===== src/rtl/pm_frame_tx.sv =====
// rtl/pm_frame_tx.sv - serial command frame transmitter (start, 3 mode bits, 8 arg bits, optional parity, stop)
// Define PM_TX_PARITY_EN to insert an even-parity bit over the 11 mode+arg bits before the stop bit.
module pm_frame_tx #(
    parameter int CLK_DIV = 4
) (
    input  logic       clk,
    input  logic       rst,
    input  logic       in_valid,
    input  logic [2:0] in_mode,
    input  logic [7:0] in_arg,
    output logic       in_ready,
    output logic       tx,
    output logic       busy,
    output logic       frame_done,
    output logic       err
);

    typedef enum logic [2:0] {
        S_IDLE,
        S_START,
        S_MODE,
        S_ARG,
`ifdef PM_TX_PARITY_EN
        S_PARITY,
`endif
        S_STOP
    } state_t;

    localparam logic [7:0] RELOAD = 8'(CLK_DIV - 1);

    state_t      state_q, state_d;
    logic [7:0]  cnt_q, cnt_d;
    logic [2:0]  bit_q, bit_d;
    logic [10:0] shift_q, shift_d;
    logic        tx_q, tx_d;
    logic        busy_q, busy_d;
    logic        in_ready_q, in_ready_d;
    logic        frame_done_q, frame_done_d;
    logic        err_q, err_d;
    logic        bit_end;
    logic        load_bit;
`ifdef PM_TX_PARITY_EN
    logic        parity_q, parity_d;
`endif

    always_comb begin
        state_d      = state_q;
        cnt_d        = cnt_q;
        bit_d        = bit_q;
        shift_d      = shift_q;
        tx_d         = tx_q;
        busy_d       = busy_q;
        frame_done_d = 1'b0;
        err_d        = 1'b0;
        load_bit     = 1'b0;
`ifdef PM_TX_PARITY_EN
        parity_d     = parity_q;
`endif
        bit_end = (cnt_q == 8'd0);
        if (state_q != S_IDLE) begin
            cnt_d = bit_end ? RELOAD : cnt_q - 8'd1;
        end

        case (state_q)
            S_IDLE: begin
                if (in_valid && in_ready_q) begin
                    if (in_mode == 3'b111) begin
                        err_d = 1'b1;
                    end else begin
                        state_d = S_START;
                        tx_d    = 1'b0;
                        busy_d  = 1'b1;
                        cnt_d   = RELOAD;
                        bit_d   = 3'd0;
                        shift_d = {in_arg, in_mode};
`ifdef PM_TX_PARITY_EN
                        parity_d = ^{in_arg, in_mode};
`endif
                    end
                end
            end
            S_START: begin
                if (bit_end) begin
                    state_d  = S_MODE;
                    load_bit = 1'b1;
                end
            end
            S_MODE: begin
                if (bit_end) begin
                    load_bit = 1'b1;
                    if (bit_q == 3'd2) begin
                        state_d = S_ARG;
                        bit_d   = 3'd0;
                    end else begin
                        bit_d = bit_q + 3'd1;
                    end
                end
            end
            S_ARG: begin
                if (bit_end) begin
                    if (bit_q == 3'd7) begin
`ifdef PM_TX_PARITY_EN
                        state_d = S_PARITY;
                        tx_d    = parity_q;
`else
                        state_d = S_STOP;
                        tx_d    = 1'b1;
`endif
                    end else begin
                        load_bit = 1'b1;
                        bit_d    = bit_q + 3'd1;
                    end
                end
            end
`ifdef PM_TX_PARITY_EN
            S_PARITY: begin
                if (bit_end) begin
                    state_d = S_STOP;
                    tx_d    = 1'b1;
                end
            end
`endif
            S_STOP: begin
                if (bit_end) begin
                    state_d      = S_IDLE;
                    cnt_d        = 8'd0;
                    busy_d       = 1'b0;
                    frame_done_d = 1'b1;
                end
            end
            default: state_d = S_IDLE;
        endcase

        // Shift register always presents the next data bit at bit 0.
        if (load_bit) begin
            tx_d    = shift_q[0];
            shift_d = {1'b0, shift_q[10:1]};
        end
        in_ready_d = (state_d == S_IDLE);
    end

    always_ff @(posedge clk) begin
        if (rst) begin
            state_q      <= S_IDLE;
            cnt_q        <= 8'd0;
            bit_q        <= 3'd0;
            shift_q      <= 11'd0;
            tx_q         <= 1'b1;
            busy_q       <= 1'b0;
            in_ready_q   <= 1'b0;
            frame_done_q <= 1'b0;
            err_q        <= 1'b0;
`ifdef PM_TX_PARITY_EN
            parity_q     <= 1'b0;
`endif
        end else begin
            state_q      <= state_d;
            cnt_q        <= cnt_d;
            bit_q        <= bit_d;
            shift_q      <= shift_d;
            tx_q         <= tx_d;
            busy_q       <= busy_d;
            in_ready_q   <= in_ready_d;
            frame_done_q <= frame_done_d;
            err_q        <= err_d;
`ifdef PM_TX_PARITY_EN
            parity_q     <= parity_d;
`endif
        end
    end

    assign in_ready   = in_ready_q;
    assign tx         = tx_q;
    assign busy       = busy_q;
    assign frame_done = frame_done_q;
    assign err        = err_q;

endmodule

===== config.mk =====
export PLATFORM = sky130hd
export DESIGN_NAME = pm_frame_tx
export DESIGN_NICKNAME = d
export VERILOG_FILES = /design/src/rtl/pm_frame_tx.sv
export SDC_FILE = /design/constraint.sdc
export NUM_CORES = 1
export LEC_CHECK = 0
export BUFFER_PORTS_ARGS = -buffer_cell sky130_fd_sc_hd__buf_2
export CAP_MARGIN = 25
export CORE_MARGIN = 5
export CORE_UTILIZATION = 51
export CTS_CLUSTER_DIAMETER = 100
export DETAILED_ROUTE_END_ITERATION = 16
export GPL_TIMING_DRIVEN = 0
export PLACE_DENSITY = 0.71
export SYNTH_ARGS = -nofsm -noshare
export SYNTH_HDL_FRONTEND = slang
export SYNTH_SLANG_ARGS = --single-unit

===== constraint.sdc =====
create_clock -name clk -period 1.9 [get_ports clk]
set_input_delay 0.285 -clock clk [delete_from_list [all_inputs] [get_ports clk]]
set_output_delay 0.285 -clock clk [all_outputs]
set_load 0.01 [all_outputs]

* After elaboration in Yosys (flattened, before gate mapping)
Cells that the tools add are included.
Operators by class: bitwise logic cells 4, add/sub/neg operators 2, reductions and logical operators 19, muxes and demuxes 41, eq/ne operators 18
Operator list (count):
- $mux 3 | 14
- $mux 10 | 4
- $mux 8 | 5
- $pmux 8 s2 | 1
- $pmux 3 s5 | 1
- $ne 2x2->1 const B | 7
- $mux 1 | 12
- $ne 3x3->1 const B | 4
- $eq 3x2->1 const B | 3
- $eq 3x3->1 const B | 3
- $pmux 3 s3 | 1
- $reduce_bool 3->1 | 3
- $logic_not 8->1 | 1
- $sub 8x1->8 const B | 1
- $logic_not 3->1 | 2
- $pmux 1 s2 | 3
- $reduce_and 3->1 | 2
- $reduce_and 6->1 | 1
- $reduce_bool 2->1 | 3
- $reduce_or 2->1 | 3
- $reduce_and 5->1 | 1
- $not 1->1 | 4
- $reduce_and 4->1 | 1
- $add 3x1->3 const B | 1
- 3 further kinds | 3
Storage, ports and cells: bits of input ports 14, output and inout bits 5, register bits after elaboration 30

* Logic depth before layout (Yosys ltp)
Gate-level depths: netlist (run 1).
word-level depth 6, depth in mapped cells 7

* Least setup slack after synthesis (run 1)
OpenSTA, ideal clock, no wires.
path kind reg2reg, start register bit_q[0], end register tx_q (netlist: tx), arrival 1.697 ns, slack 0.081 ns, clock period less this slack 1.819 ns, cell stages (with the launch flop) 8, library setup time 0.122 ns, buffers on the path 1, cell sequence dfxtp_1 ha_1 ha_1 and3_1 or2_0 buf_2 a22o_1 a221o_1
Between the ends: cells in the longest elaborated chain, start to end 6, elaborated cells on any way between the ends 11, classes of those cells eq/ne: 5; mux: 4; reduce/logical: 2
Ends and longest elaborated chain:
- from (decl) | line 33 | logic [2:0] bit_q, bit_d;
- from (signal assigned) | line 159 | bit_q <= bit_d;
- $eq 3x3->1 * | line 101 | if (bit_q == 3'd7) begin
- $mux 1 | line 101
- $mux 1 | line 100 | if (bit_end) begin
- $pmux 1 s2 | line 64 | case (state_q)
- $ne 3x3->1 (no source line) or $reduce_bool 3->1 (tied branches)
- $reduce_and 5->1 (no source line)
- to (signal assigned) | line 161 | tx_q <= tx_d;
- to (decl) | line 35 | logic tx_q, tx_d;
Mark *: on every way between the ends. The rest lies on a longest branch, timed or not. A chain may end at the register's enable or synchronous reset.

* Final worst setup path (run 1)
Same ends and word-level chain as after synthesis.

==> impl_metrics.json, run 1 <==
{
  "start_kind": "register",
  "cts_tree": "built",
  "syn_nets": 202,
  "synth_commonest_cells": "32 x nand2_1, 30 x dfxtp_1, 14 x nor3_1",
  "synth_edf_count": 0,
  "p_per_area_mw_per_mm2": 1720,
  "synthCells": 184,
  "synth_most_common_cell": "nand2_1",
  "viasPerCell": 6.00,
  "setup_viol": 0,
  "synth.distinct_cells": 45,
  "io_pins": 19,
  "hold_class": "input port to register",
  "tightest_slew_ns": 0.493,
  "fp.dieW_um": 65.3,
  "num_vias": 1465,
  "final_cells": 244,
  "diodes": 0,
  "drc": 0,
  "placed_cells": 234,
  "ys_seq_area_share_pct": 38.5,
  "portBuffers": 17,
  "grt_pass1_wl_mm": 6.39,
  "rsz0062_at_grt": "false",
  "async_reset_ff_share_pct": 0,
  "final_cell_area_mm2": 0.00187,
  "cts_buffer_depth": 2,
  "skew_ns": 0.0154,
  "gp_congestion": 0.871,
  "max_stage_delay_ns": 0.34,
  "routed_wl_mm": 3.74,
  "synthTopCellsByArea": "dfxtp_1 39%, nand2_1 7.7%, nor3_1 4.5%, a311oi_1 3.9%, ha_1 3.2%",
  "layout-drive-gt1-share_pct": 27.5,
  "crit_type": "register to register",
  "grt_antenna_before_repair": 0,
  "crit_arrival_ns": 2.05,
  "syn_avg_cell_area_um2": 8.47,
  "leakagePower_nw": 0.683,
  "die_y_um": 65.3,
  "grt_pass1_vias": 1447,
  "synth_seq_cells": 30,
  "yosys.area.top_type": "dfxtp_1",
  "detail_route.wl_per_cell_um": 15.3,
  "initial_core_util_pct": 51.9,
  "finalCriticalPeriod_ns": 1.83,
  "cts_sinks": 30,
  "critPathMaxFanout": 4,
  "maxCapViolCount": 0,
  "cts_buffers": 5,
  "status": "finished, final reports clean",
  "slew_viol_final": 0,
  "yosys_warnings": 0,
  "drtIter0Drc": 135,
  "synth_top_area_share_pct": 38.5,
  "maxSlewHeadroom_pct": 67.1,
  "grtUsageTotal_pct": 18.9,
  "clkTransAtPathRegs_ns": 0.09,
  "yosys_most_used_dff": "dfxtp_1",
  "die-area_mm2": 0.00426,
  "ir_worst_vdd_mv": 0.767,
  "area_delta_synth_final_pct": 19.7,
  "grt_overflow": 0,
  "postRouteAntennaNets": 0,
  "cp_slowest_cell": "dfxtp_2",
  "cp_cell_sequence": "ha_2, ha_4, and3_4, or2_0, buf_4, a22o_1, a221o_1",
  "htree_num_levels": 2,
  "cts_root_buffer": "clkbuf_4",
  "core_area_mm2": 0.00300,
  "ctsHoldBuffers": 0,
  "min_period_over_period_pct": 96.5,
  "fmax_mhz": 545,
  "clk_latency_ns": 0.33,
  "nNetsFinal": 229,
  "syn-cell-area_mm2": 0.00156,
  "place_area_mm2": 0.00169,
  "grt_max_degree": 11,
  "placementRows": 20,
  "hpwl_mm": 2.58,
  "finalHoldViolations": 0,
  "crit_path_end_kind": "register",
  "required_ns": 2.12,
  "firstDrtPassIters": 4
}
layout by cell type, fill, tap and decap left out, types with 4 or more instances in the layout:
cell type	instances
a21oi_1	4
o21ai_0	4
buf_4	6
nor2_1	11
a31oi_1	4
nor3_1	13
clkbuf_4	5
dfxtp_1	28
nand3_1	4
nand2_1	30
buf_2	18
mux2i_1	4
clkbuf_1	6
a311oi_1	7
xor2_1	4
sequential cells by signal, summed over array words and instances (netlist names):
name and count:
shift_q 11, cnt_q 8, bit_q 3, state_q 3
busy 1, err 1, frame_done 1, in_ready 1
tx 1
area by class of cell:
cell class	count	area [um^2]
well taps	33	41.3
inverters	5	18.8
repair buffers	21	115
fillers	268	1140
plain buffers	9	57.6
clock buffers	7	45.0
flip-flops and latches	30	603
multi-input cells	139	985
critical path, delay by kind of cell (launching register included):
family	cells	cell delay, ns
AOI/OAI and AO/OA	2	0.51
adders and majority gates	2	0.35
DFF	1	0.34
buffers and inverters	1	0.15
and+or+nand+nor	2	0.38
kinds of logic (layout without fill, tap and decap cells):
logic type      Yosys count  after routing  synth area share, %
fa+ha+maj                 4              4                 3.21
compound gates           36             36                 17.5
simple gates             89             89                 29.9
flops                    30             30                 38.5
buf+inv                  15             42                 4.98
mux                       4              4                 2.57
xor+xnor                  6              6                 3.37
per-stage QoR:
| stage | util [%] | TNS [ns] | setup WS, ns | total power, mW | hold slack [ns] |
|---|---|---|---|---|---|
| floorplan | - | 0 | 0.0810 | 2.12 | 0.447 |
| global placement | 56.1 | -1.39 | -0.136 | 2.43 | 0.464 |
| detailed placement | 56.1 | -2.95 | -0.228 | 2.48 | 0.466 |
| CTS | 59.3 | 0 | 0.0129 | 2.99 | 0.214 |
| global route | 62.1 | 0 | 0.00205 | 3.44 | 0.219 |
| finish | 62.1 | 0 | 0.0667 | 3.21 | 0.220 |
final timing paths:
kind	slack (ns)	from	depth (start not counted)	end
worst max-delay path	0.07	bit_q[0]	7	tx
worst min-delay path	0.22	in_arg[1]	3	shift_q[4]
worst max register to register	0.07	bit_q[0]	7	tx
worst min register to register	0.48	bit_q[1]	2	bit_q[1]
repair_timing:
item,4_1_cts,5_1_grt
resized for setup,12,13
setup buffers,1,3
pin swaps,1,3
setup endpoints to repair,23,20
power breakdown:
part / total [mW] / internal [mW] / switching (mW) / leakage [nW]
clock: 0.351 / 0.139 / 0.212 / 0.0254
sequential: 0.992 / 0.825 / 0.168 / 0.246
combinational: 1.87 / 0.794 / 1.07 / 0.412
layer usage:
metal	track usage (%)	vias up	wire (um)
met3	4.44	10	215
met1	23.4	687	1670
met5	0	-	0
met4	7.51	0	82
li1	-	720	-
met2	31.4	48	1770
(Power assumes the default switching activity.)
==> inputs of run 2 (changes only) <==
--- a/config.mk
+++ b/config.mk
@@ -12,7 +12,7 @@
 export CTS_CLUSTER_DIAMETER = 100
 export DETAILED_ROUTE_END_ITERATION = 16
 export GPL_TIMING_DRIVEN = 0
-export PLACE_DENSITY = 0.71
+export PLACE_DENSITY = 0.78
 export SYNTH_ARGS = -nofsm -noshare
 export SYNTH_HDL_FRONTEND = slang
 export SYNTH_SLANG_ARGS = --single-unit
==> impl_metrics.json, run 2 (synthesis gave the netlist of run 1 again) <==
{
  "top_register": "shift_q",
  "cts_sinks": 30,
  "cp_cell_sequence": "ha_1, ha_2, and3_4, or2_0, buf_6, a22o_1, a221o_1",
  "ir_worst_vdd_mv": 0.780,
  "maxCapViolCount": 0,
  "drc": 0,
  "placementRows": 20,
  "detail_route.wl_per_cell_um": 15.0,
  "final_cell_area_mm2": 0.00194,
  "clkTransAtPathRegs_ns": 0.10,
  "die_y_um": 65.3,
  "min_period_over_period_pct": 99.1,
  "setup_viol": 0,
  "r2r_slack_ns": 0.02,
  "cts_buffer_depth": 2,
  "area_delta_synth_final_pct": 24.2,
  "largest_reg_flops": 11,
  "cts_root_buffer": "clkbuf_4",
  "tightest_slew_ns": 0.533,
  "final_cell_mix": "30 x nand2_1, 28 x dfxtp_1, 18 x buf_2",
  "firstDrtPassIters": 4,
  "finalCriticalPeriod_ns": 1.88,
  "viasPerCell": 5.92,
  "core_area_mm2": 0.00300,
  "total_power_mw": 3.42,
  "rr_endpoint": "tx",
  "max_stage_delay_ns": 0.34,
  "whs_path_depth": 3,
  "skew_ns": 0.00735,
  "grt_pass1_wl_mm": 6.22,
  "grt_max_degree": 11,
  "routed_wl_mm": 3.74,
  "grt_antenna_before_repair": 0,
  "io_pins": 19,
  "crit_path_end_kind": "register",
  "grt_pass1_vias": 1395,
  "die-area_mm2": 0.00426,
  "cts_tree": "built",
  "crit_arrival_ns": 2.11,
  "slew_viol_final": 0,
  "ctsHoldBuffers": 0,
  "required_ns": 2.13,
  "grt_overflow": 0,
  "fp.dieW_um": 65.3,
  "cp_slowest_cell": "dfxtp_1",
  "reg2reg_from": "bit_q[0]",
  "finalHoldViolations": 0,
  "fin_util_pct": 64.5,
  "hpwl_mm": 2.46,
  "layout-drive-gt1-share_pct": 28.7,
  "diodes": 0,
  "drtIter0Drc": 86,
  "grtUsageTotal_pct": 18.7,
  "fill_cells": 260,
  "nNetsFinal": 233,
  "hold_class": "input port to register",
  "maxSlewHeadroom_pct": 64.3,
  "start_kind": "register",
  "portBuffers": 17,
  "htree_num_levels": 2,
  "fmax_mhz": 531,
  "leakagePower_nw": 0.726,
  "p_per_area_mw_per_mm2": 1770,
  "gp_congestion": 0.825,
  "num_vias": 1473,
  "whs_ns": 0.209,
  "rr_worst_depth": 7,
  "initial_core_util_pct": 51.9,
  "crit_type": "register to register",
  "hp-start": "in_arg[1]",
  "postRouteAntennaNets": 0,
  "layout_commonest_cell": "nand2_1",
  "status": "finished, final reports clean",
  "clk_latency_ns": 0.33,
  "min_to": "shift_q[4]",
  "critPathMaxFanout": 8,
  "cts_buffers": 5,
  "reg.largest.list": "shift_q x11, cnt_q x8",
  "place_area_mm2": 0.00169
}
[run 2: worst max-delay path by stage]
stage,endpoint,from,cells past startpoint,slack [ns]
finish,tx,bit_q[0],7,0.02
global route,tx,bit_q[1],7,-0.01
CTS,in_ready,cnt_q[0],6,0.01
detailed placement,bit_q[1],cnt_q[0],6,-0.16
global placement,bit_q[1],cnt_q[0],6,-0.15
floorplan,tx,bit_q[0],7,0.08
[run 2: layout make-up]
type | count | area [um^2] | share of cell area (%)
Clock buffer | 7 | 45.0 | 2.33
Clock inverter | 1 | 30.0 | 1.55
Tap cell | 33 | 41.3 | 2.13
Inverter | 5 | 18.8 | 0.970
Sequential cell | 30 | 603 | 31.2
Timing Repair Buffer | 25 | 161 | 8.34
Multi-Input combinational cell | 139 | 973 | 50.3
Buffer | 9 | 62.6 | 3.23
[run 2: routing by layer]
layer / vias up / wire [um] / global-route usage [%] / part of all wire, %
met2: 35 / 1790 / 30.2 / 48
met3: 7 / 189 / 4.62 / 5.1
met5: - / 0 / 0 / 0
met4: 0 / 72 / 9.07 / 1.9
li1: 735 / - / - / -
met1: 696 / 1690 / 23.3 / 45
[run 2: per-stage QoR]
| step | setup TNS (ns) | worst slack, ns | std cells |
|---|---|---|---|
| 2_1_floorplan | 0 | 0.0810 | 184 |
| 3_3_place_gp | -1.81 | -0.146 | 234 |
| 3_5_place_dp | -1.82 | -0.159 | 234 |
| 4_1_cts | 0 | 0.0117 | 241 |
| 5_1_grt | -0.0345 | -0.0124 | 249 |
| 6_report | 0 | 0.0168 | 249 |
[run 2: critical path: cells and delay by family, from the launching register on]
kind	cells	cell delay, ns
and+or+nand+nor	2	0.41
buffers and inverters	1	0.14
DFF	1	0.34
adders and majority gates	2	0.39
AOI/OAI and AO/OA	2	0.51
[run 2: what timing repair did]
action / CTS / global route
buffers inserted: 0 / 8
setup endpoints to repair: 22 / 24
pin swaps: 1 / 4
resized for setup: 7 / 18
[run 2: report_power, final]
group	switching [mW]	internal, mW
combinational	1.07	0.858
sequential	0.160	0.826
clock	0.233	0.279
total	1.46	1.96
